### src/rtl/mem_port_arbiter_pkg.sv
// mem_port_arbiter_pkg: shared memory-visit codes, sizing and arbiter state encoding
package mem_port_arbiter_pkg;
  localparam int ADDR_WIDTH = 17;
  localparam int LEN = 32;
  localparam int ENTRY_INDEX_SIZE = 3;
  localparam int BURST_BEATS = 8;
  localparam int STARVE_LIMIT = 4;
  localparam int CNT_W = ENTRY_INDEX_SIZE + 1;
  localparam logic [1:0] MEM_NOP = 2'b00;
  localparam logic [1:0] MEM_READ = 2'b01;
  localparam logic [1:0] MEM_WRITE = 2'b10;
  localparam logic [1:0] MEM_READ_BURST = 2'b11;
  localparam logic [1:0] MEM_FINISHED = 2'b00;
  localparam logic [1:0] MEM_DATA_WORKING = 2'b01;
  typedef enum logic [2:0] {IDLE, I_RD, D_RD, D_BURST, D_WR, COOL} arb_state_e;
endpackage

### src/rtl/mem_port_arbiter_if.sv
// mem_port_arbiter_if: cache request/response and main-memory visit signals
interface mem_port_arbiter_if;
  import mem_port_arbiter_pkg::*;
  logic i_req;
  logic [ADDR_WIDTH-1:0] i_addr;
  logic [LEN-1:0] i_rdata;
  logic i_done;
  logic d_req;
  logic [1:0] d_op;
  logic [ADDR_WIDTH-1:0] d_addr;
  logic [CNT_W-1:0] d_len;
  logic [LEN-1:0] d_wdata;
  logic [LEN-1:0] d_rdata;
  logic d_beat;
  logic d_done;
  logic [1:0] mem_i_signal;
  logic [1:0] mem_d_signal;
  logic [ADDR_WIDTH-1:0] mem_i_addr;
  logic [ADDR_WIDTH-1:0] mem_d_addr;
  logic [CNT_W-1:0] mem_length;
  logic [LEN-1:0] mem_wdata;
  logic [LEN-1:0] mem_rdata;
  logic [1:0] mem_status;
  modport slave (
    input i_req, i_addr, d_req, d_op, d_addr, d_len, d_wdata, mem_rdata, mem_status,
    output i_rdata, i_done, d_rdata, d_beat, d_done, mem_i_signal, mem_d_signal,
    mem_i_addr, mem_d_addr, mem_length, mem_wdata
  );
  modport master (
    output i_req, i_addr, d_req, d_op, d_addr, d_len, d_wdata, mem_rdata, mem_status,
    input i_rdata, i_done, d_rdata, d_beat, d_done, mem_i_signal, mem_d_signal,
    mem_i_addr, mem_d_addr, mem_length, mem_wdata
  );
endinterface

### src/rtl/mem_port_arbiter_beat_counter.sv
// mem_beat_counter: per-transaction beat count, word address offset and last-beat flag
module mem_beat_counter
  import mem_port_arbiter_pkg::*;
(
  input  logic clk,
  input  logic rst_n,
  input  logic run,
  input  logic [CNT_W-1:0] last_idx,
  output logic [CNT_W-1:0] cnt,
  output logic [ADDR_WIDTH-1:0] offset,
  output logic last
);
  logic [CNT_W-1:0] cnt_q, cnt_d;
  always_comb begin
    last = cnt_q == last_idx;
    cnt_d = (run && !last) ? cnt_q + 1'b1 : '0;
  end
  always_ff @(posedge clk) cnt_q <= !rst_n ? '0 : cnt_d;
  assign cnt = cnt_q;
  assign offset = ADDR_WIDTH'({cnt_q, 2'b00});
endmodule

### src/rtl/mem_port_arbiter.sv
// mem_port_arbiter: grants the single main-memory port to the I- or D-cache, D first with a starvation guard
module mem_port_arbiter
  import mem_port_arbiter_pkg::*;
(
  input logic clk,
  input logic rst_n,
  mem_port_arbiter_if.slave bus
);
  arb_state_e state_q, state_d;
  logic [2:0] starve_q, starve_d;
  logic [ADDR_WIDTH-1:0] addr_q, addr_d, offset;
  logic [CNT_W-1:0] len_q, len_d, last_idx, cnt;
  logic busy, last, grant_d, grant_i, rd0, i_done, d_beat;
  mem_beat_counter u_cnt (.clk, .rst_n, .run(busy), .last_idx, .cnt, .offset, .last);
  always_comb begin
    busy = state_q inside {I_RD, D_RD, D_BURST, D_WR};
    grant_d = state_q == IDLE && bus.d_req && !(bus.i_req && starve_q == 3'(STARVE_LIMIT));
    grant_i = state_q == IDLE && !grant_d && bus.i_req;
    last_idx = state_q == D_BURST ? CNT_W'(BURST_BEATS) : state_q == D_WR ? len_q - 1'b1 : CNT_W'(1);
    state_d = busy && last ? COOL : state_q == COOL ? IDLE : state_q;
    if (grant_i) state_d = I_RD;
    if (grant_d) state_d = bus.d_op == MEM_WRITE ? D_WR : bus.d_op == MEM_READ_BURST ? D_BURST : D_RD;
    starve_d = grant_i ? '0 : (grant_d && bus.i_req && starve_q != 3'(STARVE_LIMIT)) ? starve_q + 1'b1 : starve_q;
    addr_d = grant_d ? bus.d_addr : grant_i ? bus.i_addr : addr_q;
    len_d = grant_d ? bus.d_len : len_q;
  end
  // memory reads the i-address for any single read, so a D read is steered onto mem_i_addr
  always_comb begin
    rd0 = cnt == '0;
    i_done = state_q == I_RD && last;
    d_beat = (state_q == D_RD && last) || (state_q == D_BURST && !rd0) || state_q == D_WR;
    bus.i_done = i_done;
    bus.d_beat = d_beat;
    bus.d_done = state_q inside {D_RD, D_BURST, D_WR} && last;
    bus.i_rdata = i_done ? bus.mem_rdata : '0;
    bus.d_rdata = d_beat && state_q != D_WR ? bus.mem_rdata : '0;
    bus.mem_i_signal = state_q == I_RD && rd0 ? MEM_READ : MEM_NOP;
    bus.mem_d_signal = state_q == D_RD && rd0 ? MEM_READ : state_q == D_BURST ? MEM_READ_BURST :
                       state_q == D_WR ? MEM_WRITE : MEM_NOP;
    bus.mem_i_addr = state_q inside {I_RD, D_RD} && rd0 ? addr_q : '0;
    bus.mem_d_addr = state_q inside {D_BURST, D_WR} ? addr_q + offset : '0;
    bus.mem_length = state_q == D_WR ? len_q : '0;
    bus.mem_wdata = state_q == D_WR ? bus.d_wdata : '0;
  end
  always_ff @(posedge clk) begin
    if (!rst_n) begin
      state_q <= IDLE;
      starve_q <= '0;
      addr_q <= '0;
      len_q <= '0;
    end else begin
      state_q <= state_d;
      starve_q <= starve_d;
      addr_q <= addr_d;
      len_q <= len_d;
    end
  end
  assert property (@(posedge clk) disable iff (!rst_n)
    (state_q == D_BURST && !rd0) |-> bus.mem_status == MEM_DATA_WORKING);
endmodule

### src/flat_wrapper.sv
// flat-port wrapper written by rule: the top's interface ports become plain ports
module mem_port_arbiter_flat import mem_port_arbiter_pkg::*;
  (clk, rst_n, bus_i_req, bus_i_addr, bus_d_req, bus_d_op, bus_d_addr, bus_d_len, bus_d_wdata, bus_mem_rdata, bus_mem_status, bus_i_rdata, bus_i_done, bus_d_rdata, bus_d_beat, bus_d_done, bus_mem_i_signal, bus_mem_d_signal, bus_mem_i_addr, bus_mem_d_addr, bus_mem_length, bus_mem_wdata);
  mem_port_arbiter_if bus_i ();
  input logic clk;
  input logic rst_n;
  input wire logic [$bits(bus_i.i_req)-1:0] bus_i_req;
  input wire logic [$bits(bus_i.i_addr)-1:0] bus_i_addr;
  input wire logic [$bits(bus_i.d_req)-1:0] bus_d_req;
  input wire logic [$bits(bus_i.d_op)-1:0] bus_d_op;
  input wire logic [$bits(bus_i.d_addr)-1:0] bus_d_addr;
  input wire logic [$bits(bus_i.d_len)-1:0] bus_d_len;
  input wire logic [$bits(bus_i.d_wdata)-1:0] bus_d_wdata;
  input wire logic [$bits(bus_i.mem_rdata)-1:0] bus_mem_rdata;
  input wire logic [$bits(bus_i.mem_status)-1:0] bus_mem_status;
  output wire logic [$bits(bus_i.i_rdata)-1:0] bus_i_rdata;
  output wire logic [$bits(bus_i.i_done)-1:0] bus_i_done;
  output wire logic [$bits(bus_i.d_rdata)-1:0] bus_d_rdata;
  output wire logic [$bits(bus_i.d_beat)-1:0] bus_d_beat;
  output wire logic [$bits(bus_i.d_done)-1:0] bus_d_done;
  output wire logic [$bits(bus_i.mem_i_signal)-1:0] bus_mem_i_signal;
  output wire logic [$bits(bus_i.mem_d_signal)-1:0] bus_mem_d_signal;
  output wire logic [$bits(bus_i.mem_i_addr)-1:0] bus_mem_i_addr;
  output wire logic [$bits(bus_i.mem_d_addr)-1:0] bus_mem_d_addr;
  output wire logic [$bits(bus_i.mem_length)-1:0] bus_mem_length;
  output wire logic [$bits(bus_i.mem_wdata)-1:0] bus_mem_wdata;
  assign bus_i.i_req = bus_i_req;
  assign bus_i.i_addr = bus_i_addr;
  assign bus_i.d_req = bus_d_req;
  assign bus_i.d_op = bus_d_op;
  assign bus_i.d_addr = bus_d_addr;
  assign bus_i.d_len = bus_d_len;
  assign bus_i.d_wdata = bus_d_wdata;
  assign bus_i.mem_rdata = bus_mem_rdata;
  assign bus_i.mem_status = bus_mem_status;
  assign bus_i_rdata = bus_i.i_rdata;
  assign bus_i_done = bus_i.i_done;
  assign bus_d_rdata = bus_i.d_rdata;
  assign bus_d_beat = bus_i.d_beat;
  assign bus_d_done = bus_i.d_done;
  assign bus_mem_i_signal = bus_i.mem_i_signal;
  assign bus_mem_d_signal = bus_i.mem_d_signal;
  assign bus_mem_i_addr = bus_i.mem_i_addr;
  assign bus_mem_d_addr = bus_i.mem_d_addr;
  assign bus_mem_length = bus_i.mem_length;
  assign bus_mem_wdata = bus_i.mem_wdata;
  mem_port_arbiter u_core (.clk(clk), .rst_n(rst_n), .bus(bus_i));
endmodule
### config.mk
export PLATFORM = sky130hd
export DESIGN_NAME = mem_port_arbiter_flat
export DESIGN_NICKNAME = d
export VERILOG_FILES = /design/src/rtl/mem_port_arbiter_pkg.sv /design/src/rtl/mem_port_arbiter_if.sv /design/src/rtl/mem_port_arbiter_beat_counter.sv /design/src/rtl/mem_port_arbiter.sv /design/src/flat_wrapper.sv
export SDC_FILE = /design/constraint.sdc
export NUM_CORES = 1
export LEC_CHECK = 0
export ABC_AREA = 0
export CORE_AREA = 8 8 118 120
export CTS_CLUSTER_DIAMETER = 80
export DETAILED_ROUTE_END_ITERATION = 12
export DIE_AREA = 0 0 126 128
export PLACE_DENSITY = 0.75
export SETUP_SLACK_MARGIN = 0.15
export SLEW_MARGIN = 0
export SYNTH_ARGS = -nofsm -noshare
export SYNTH_HDL_FRONTEND = slang
export SYNTH_SLANG_ARGS = --single-unit
### constraint.sdc
create_clock -name clk -period 3.2 [get_ports clk]
set_input_delay 0.64 -clock clk [delete_from_list [all_inputs] [get_ports clk]]
set_output_delay 0.64 -clock clk [all_outputs]
set_load 0.05 [all_outputs]
==> results.py, run 1 <==
metrics = {
    "status": {
        "status": "finished clean",
    },
    "placement": {
        "place_hpwl_um": 12000,
        "post_dp_cell_area_mm2": 0.00628,
        "gp_congestion": 0.881,
        "dp.cells": 797,
        "io_buffers": 247,
    },
    "routing": {
        "ant_nets": 0,
        "drt-vias-per-instance": 4.83,
        "wl_per_cell_um": 18.4,
        "drc": 0,
        "routed_wl_um": 15100,
        "met3_length_um": 969,
        "dr_wl_met2_um": 8070,
        "wl_met1_um": 5810,
        "drtPass1Iterations": 5,
        "top_layer": "met4",
        "first_iter_violations": 254,
        "vias": 3959,
    },
    "cts": {
        "clk_latency_ns": 0.28,
        "clk_pin_slew_ns": 0.05,
        "ctsRootBufferMaster": "clkbuf_16",
        "clock-sinks": 31,
        "postCtsHoldBufs": 0,
        "htree_levels": 2,
        "cts_tree": "yes",
        "cts_buffers": 5,
        "cts_buffer_depth": 2,
    },
    "global_routing": {
        "grt_pass1_vias": 3755,
        "grt.total_usage_pct": 17.1,
        "globalRouteOverflowTotal": 0,
        "antenna_found_initial": 0,
        "grt_pass1_wl_um": 22100,
        "grt_max_degree": 36,
    },
    "setup_path": {
        "max_stage_delay_ns": 0.37,
        "cp_common_cell": "buf_12",
        "critPathBufInv": 4,
        "cp_cell_sequence": "inv_4 > ha_4 > nand2b_4 > nor4_4 > a211oi_2 > nor3_4 > buf_12 > clkbuf_16 > and3_4 > buf_12",
        "cp-start-kind": "flip-flop",
        "cp_slowest_cell": "dfxtp_4",
        "r2r-start": "u_core.state_q[2]",
        "startpoint": "u_core.len_q[1]",
        "critPathMaxFanout": 8,
        "crit_required_ns": 2.56,
        "cp_top_family": "simple AND/OR/NAND/NOR gates",
        "endpoint_kind": "output pin",
        "critPathKind": "flip-flop to output pin",
        "crit_arrival_ns": 2.44,
    },
    "floorplanning": {
        "die_area_mm2": 0.0161,
        "ioPinCount": 251,
        "start_util_pct": 23.9,
        "die-width_um": 126,
        "die_h_um": 128,
        "core_area_mm2": 0.0122,
        "rows": 41,
    },
    "sta": {
        "timing.fmax_mhz": 325,
        "setup_viol": 0,
        "min_period_over_period_pct": 96.2,
        "maxSlewHeadroom_pct": 25.1,
        "finalHoldViolations": 0,
        "fin_crit_ns": 3.08,
        "finalSetupTns_ns": 0,
        "maxSlewViolCount": 0,
        "clock_skew_ns": 0.00420,
        "rsz0062_at_grt": "yes",
        "worstMarginPinSlew_ns": 1.12,
    },
    "finish": {
        "multi_input_area_mm2": 0.00236,
        "regArea_um2": 632,
        "fin_nets": 789,
        "fillers": 1003,
        "areaGrowthSynthToFinish_pct": 137,
        "final_area_mm2": 0.00692,
        "instances_no_fill": 820,
        "diodes": 0,
        "drive_gt1_share_pct": 32.5,
    },
    "flow_run": {
        "maxCapViolCount": 0,
    },
    "logic_synthesis": {
        "synth_fp_nets": 541,
        "synth_seq_area_share_pct": 21.2,
        "synth_area_mm2": 0.00292,
        "postSynthCellCount": 421,
        "synth_ff_type": "dfxtp_1",
        "synth_warnings": 0,
        "ys_ff_latch": 31,
        "async_flop_share_pct": 0,
        "synth-edff-count": 0,
        "post_synth.cell_area_avg_um2": 6.94,
        "synth_cell_types": 49,
    },
    "pwr": {
        "leakagePower_nw": 2.99,
        "power_density_mw_per_mm2": 726,
        "p_total_w": 0.00503,
        "peakVddDrop_mv": 0.519,
    },
    "worst_hold_path": {
        "hold_start": "u_core.starve_q[1]",
        "min_path_type": "flip-flop to flip-flop",
    },
}
[cell families (layout without fill, tap and decap cells)]
logic type      count (synthesis)  count (layout)  synth area share (%)
compound gates                 54              54                  13.5
xor+xnor                       19              19                  5.70
fa+ha+maj                      10              10                  4.54
buf+inv                        47             295                  6.77
flops                          31              31                  21.2
other cells                     1               1                 0.128
simple gates                  259             260                  48.1
[cell usage in the layout, fill, tap and decap left out, drive strengths merged, types with 11 or more instances in the layout]
cell	n
buf	152
dfxtp	31
and2	85
nand2	50
xor2	11
inv	12
clkdlybuf4s50	109
nor2	41
and3	37
a21oi	11
a311oi	16
[repair_timing]
action | in CTS | in global routing
gates resized for setup | 11 | 59
endpoints found under the setup margin | 45 | 68
setup buffers | 5 | 4
pin swaps | 2 | 17
cloned | 2 | 4
[cell type report]
class | count | share of cell area, %
Timing Repair Buffer | 274 | 51.2
Multi-Input combinational cell | 344 | 34.1
Sequential cell | 31 | 9.13
Tap cell | 150 | 2.71
Clock buffer | 6 | 1.86
Inverter | 13 | 0.742
Clock inverter | 2 | 0.181
[Yosys cell counts (10+ instances only)]
library cell | n | area (µm²)
dfxtp_1 | 31 | 621
xor2_1 | 11 | 96.3
clkbuf_1 | 21 | 78.8
nand3_1 | 10 | 50.1
and2_1 | 84 | 526
and3_1 | 37 | 231
buf_2 | 11 | 55.1
nand2_1 | 50 | 188
inv_1 | 12 | 45.0
a21oi_1 | 11 | 55.1
nor2_1 | 41 | 154
a311oi_1 | 16 | 140
[registers in the layout, summed over array words and instances, names as in the netlist]
signal,cells
u_core.addr_q,17
u_core.len_q,4
u_core.starve_q,3
u_core.state_q,3
u_core.u_cnt.cnt,4
[per-stage QoR]
step	hold WS [ns]	worst slack, ns	util [%]
after floorplan	0.458	0.194	-
after global placement	0.467	0.338	51.5
after detailed placement	0.495	0.268	51.5
after CTS	0.493	0.140	53.7
after global routing	0.526	0.0104	56.7
final	0.496	0.121	56.7
[path summary, 6_finish.rpt]
path         cells past startpoint                 end  slack (ns)
max reg2reg                      5    u_core.addr_q[7]        1.01
max                             10      bus_i_rdata[9]        0.12
min reg2reg                      2  u_core.starve_q[1]        0.50
min                              2  u_core.starve_q[1]        0.50
[tightest hold or removal path, delay by kind of cell (launching register included)]
| kind | cells | cell delay, ns |
|---|---|---|
| AND/OR/NAND/NOR | 1 | 0.05 |
| AO/OA/AOI/OAI | 1 | 0.07 |
| flip-flops | 1 | 0.32 |
[report_power, final]
group	total, W	switching (W)	internal [W]
clock network	0.000442	0.000156	0.000286
logic	0.00384	0.00218	0.00166
registers	0.000741	0.000214	0.000527
[layer usage]
metal / vias up / global-route usage (%)
met5: - / 0
met4: 0 / 4.60
met3: 19 / 3.95
met2: 184 / 32.9
met1: 1833 / 18.3
li1: 1923 / -
Power figures use the tool's default switching activity.
==> run 2, diff against run 1 <==
--- a/config.mk
+++ b/config.mk
@@ -6,11 +6,12 @@
 export NUM_CORES = 1
 export LEC_CHECK = 0
 export ABC_AREA = 0
-export CORE_AREA = 8 8 118 120
+export CORE_AREA = 8 8 104 106
 export CTS_CLUSTER_DIAMETER = 80
+export CTS_CLUSTER_SIZE = 12
 export DETAILED_ROUTE_END_ITERATION = 12
-export DIE_AREA = 0 0 126 128
-export PLACE_DENSITY = 0.75
+export DIE_AREA = 0 0 112 114
+export PLACE_DENSITY_LB_ADDON = 0.05
 export SETUP_SLACK_MARGIN = 0.15
 export SLEW_MARGIN = 0
 export SYNTH_ARGS = -nofsm -noshare
==> run 2 against run 1 <==
Hold slack worse by 0.0040 ns. Sequential power decreased by 8.4%. Clock skew rose by 0.0016 ns. Core utilization rose by 19 points. Fmax up 0.68%. Via count about the same. Sequential share of layout area decreased by 0.058 points. Die area decreased by 21%. Register-to-register slack improved by 0.08 ns.
==> results.py, run 2 (synthesis gave the netlist of run 1 again) <==
metrics = {
    "status": {
        "status": "finished clean",
    },
    "routing": {
        "drc": 0,
        "first_iter_violations": 235,
        "drt-vias-per-instance": 5.05,
        "drtPass1Iterations": 4,
        "ant_nets": 0,
        "routed_wl_um": 15700,
        "wl_per_cell_um": 20.1,
        "vias": 3962,
    },
    "setup_path": {
        "critPathMaxFanout": 6,
        "critPathKind": "flip-flop to output pin",
        "r2r_cells": 10,
        "endpoint_kind": "output pin",
        "crit_arrival_ns": 2.42,
        "crit_required_ns": 2.56,
        "cp-start-kind": "flip-flop",
    },
    "pwr": {
        "leakagePower_nw": 3.10,
        "peakVddDrop_mv": 0.440,
        "power_density_mw_per_mm2": 702,
    },
    "finish": {
        "drive_gt1_share_pct": 28.5,
        "fillers": 663,
        "diodes": 0,
        "final_cell_mix": "clkdlybuf4s50_1 (125), buf_12 (88), and2_1 (83)",
        "final_util_pct": 75.7,
        "largest_reg_flops": 17,
        "fin_nets": 792,
        "layout_commonest_cell": "clkdlybuf4s50_1",
        "areaGrowthSynthToFinish_pct": 136,
        "largest_register": "u_core.addr_q",
    },
    "worst_hold_path": {
        "min_path_type": "flip-flop to flip-flop",
        "holdPathStages": 1,
    },
    "sta": {
        "maxSlewHeadroom_pct": 49.0,
        "setup_viol": 0,
        "finalHoldViolations": 0,
        "finalSetupTns_ns": 0,
        "maxSlewViolCount": 0,
        "fin_crit_ns": 3.06,
        "fin_ws_ns": 0.141,
        "worstMarginPinSlew_ns": 0.766,
        "min_period_over_period_pct": 95.6,
        "rsz0062_at_grt": "yes",
        "clock_skew_ns": 0.00577,
        "timing.fmax_mhz": 327,
    },
    "floorplanning": {
        "start_util_pct": 32.1,
        "core_area_mm2": 0.00911,
        "rows": 35,
        "ioPinCount": 251,
        "die_h_um": 114,
        "die-width_um": 112,
        "die_area_mm2": 0.0128,
    },
    "global_routing": {
        "grt_max_degree": 36,
        "globalRouteOverflowTotal": 0,
        "grt.total_usage_pct": 22.7,
        "antenna_found_initial": 1,
        "grt_pass1_wl_um": 23000,
        "grt_pass1_vias": 3942,
    },
    "cts": {
        "clk_pin_slew_ns": 0.07,
        "clock-sinks": 31,
        "cts_buffer_depth": 2,
        "ctsRootBufferMaster": "clkbuf_8",
        "cts_buffers": 5,
        "postCtsHoldBufs": 0,
        "cts_tree": "yes",
        "htree_levels": 2,
        "clk_latency_ns": 0.29,
    },
    "placement": {
        "gp_congestion": 0.928,
        "place_hpwl_um": 12500,
        "io_buffers": 247,
        "dp_slack_ns": 0.0154,
    },
    "flow_run": {
        "maxCapViolCount": 0,
    },
}
[run 2: cell count changes in the layout (fill, tap and decap cells not counted), moves of 2 or more]
cell	previous run	this run
buf_4	61	38
clkdlybuf4s50_1	109	125
dlymetal6s2s_1	9	19
clkbuf_16	8	2
clkbuf_8	0	5
and3_1	5	9
and3_4	32	28
buf_12	86	88
buf_6	3	5
dfxtp_4	2	0
o21ai_0	7	5
o21ai_1	0	2
[run 2: repair_timing]
action                     4_1_cts  5_1_grt
setup buffers                    2        5
setup endpoints to repair       67       95
resized for setup                6       65
pin swaps                        2       12
gates cloned                     1        4
[run 2: power by group]
group          switching [W]  internal [W]
clock network       0.000148      0.000152
registers           0.000156      0.000523
logic                0.00225       0.00161
total                0.00255       0.00229
[run 2: layout make-up]
cell class | count | area (µm²) | area share (%)
clock buffer | 7 | 76.3 | 1.11
timing repair buffer | 277 | 3640 | 52.8
multi-input combinational | 344 | 2360 | 34.2
tap | 111 | 139 | 2.01
sequential | 31 | 626 | 9.08
inverter | 13 | 48.8 | 0.708
clock inverter | 1 | 5.00 | 0.0726
[run 2: stage by stage]
stage	cells	power, W	cell area [µm²]	hold slack (ns)
6_report	784	0.00484	6890	0.492
3_5_place_dp	764	0.00417	6380	0.483
2_1_floorplan	421	0.00270	2920	0.458
3_3_place_gp	764	0.00410	6380	0.466
4_1_cts	775	0.00453	6520	0.478
5_1_grt	784	0.00510	6890	0.514
[run 2: worst paths after layout]
kind,startpoint,endpoint,slack [ns]
setup / recovery,u_core.len_q[1],bus_i_rdata[15],0.14
hold / removal,u_core.u_cnt.cnt[0],u_core.u_cnt.cnt[0],0.49
setup reg to reg,u_core.len_q[1],u_core.state_q[2],1.09
hold reg to reg,u_core.u_cnt.cnt[0],u_core.u_cnt.cnt[0],0.49
[run 2: routing by layer]
metal,up-vias,global-route usage (%),wire length [µm]
met4,2,4.23,211
met2,178,43.1,8150
li1,1921,-,-
met3,21,8.03,1410
met5,-,0,13
met1,1840,23.6,5950
[run 2: critical path: stages (launching register included)]
cell	delay (ns)
dfxtp_2	0.34
inv_2	0.05
ha_4	0.23
buf_6	0.11
xor2_1	0.13
and4_1	0.23
a211oi_4	0.28
nor3_4	0.07
buf_12	0.16
clkbuf_16	0.15
and3_1	0.20
buf_12	0.15
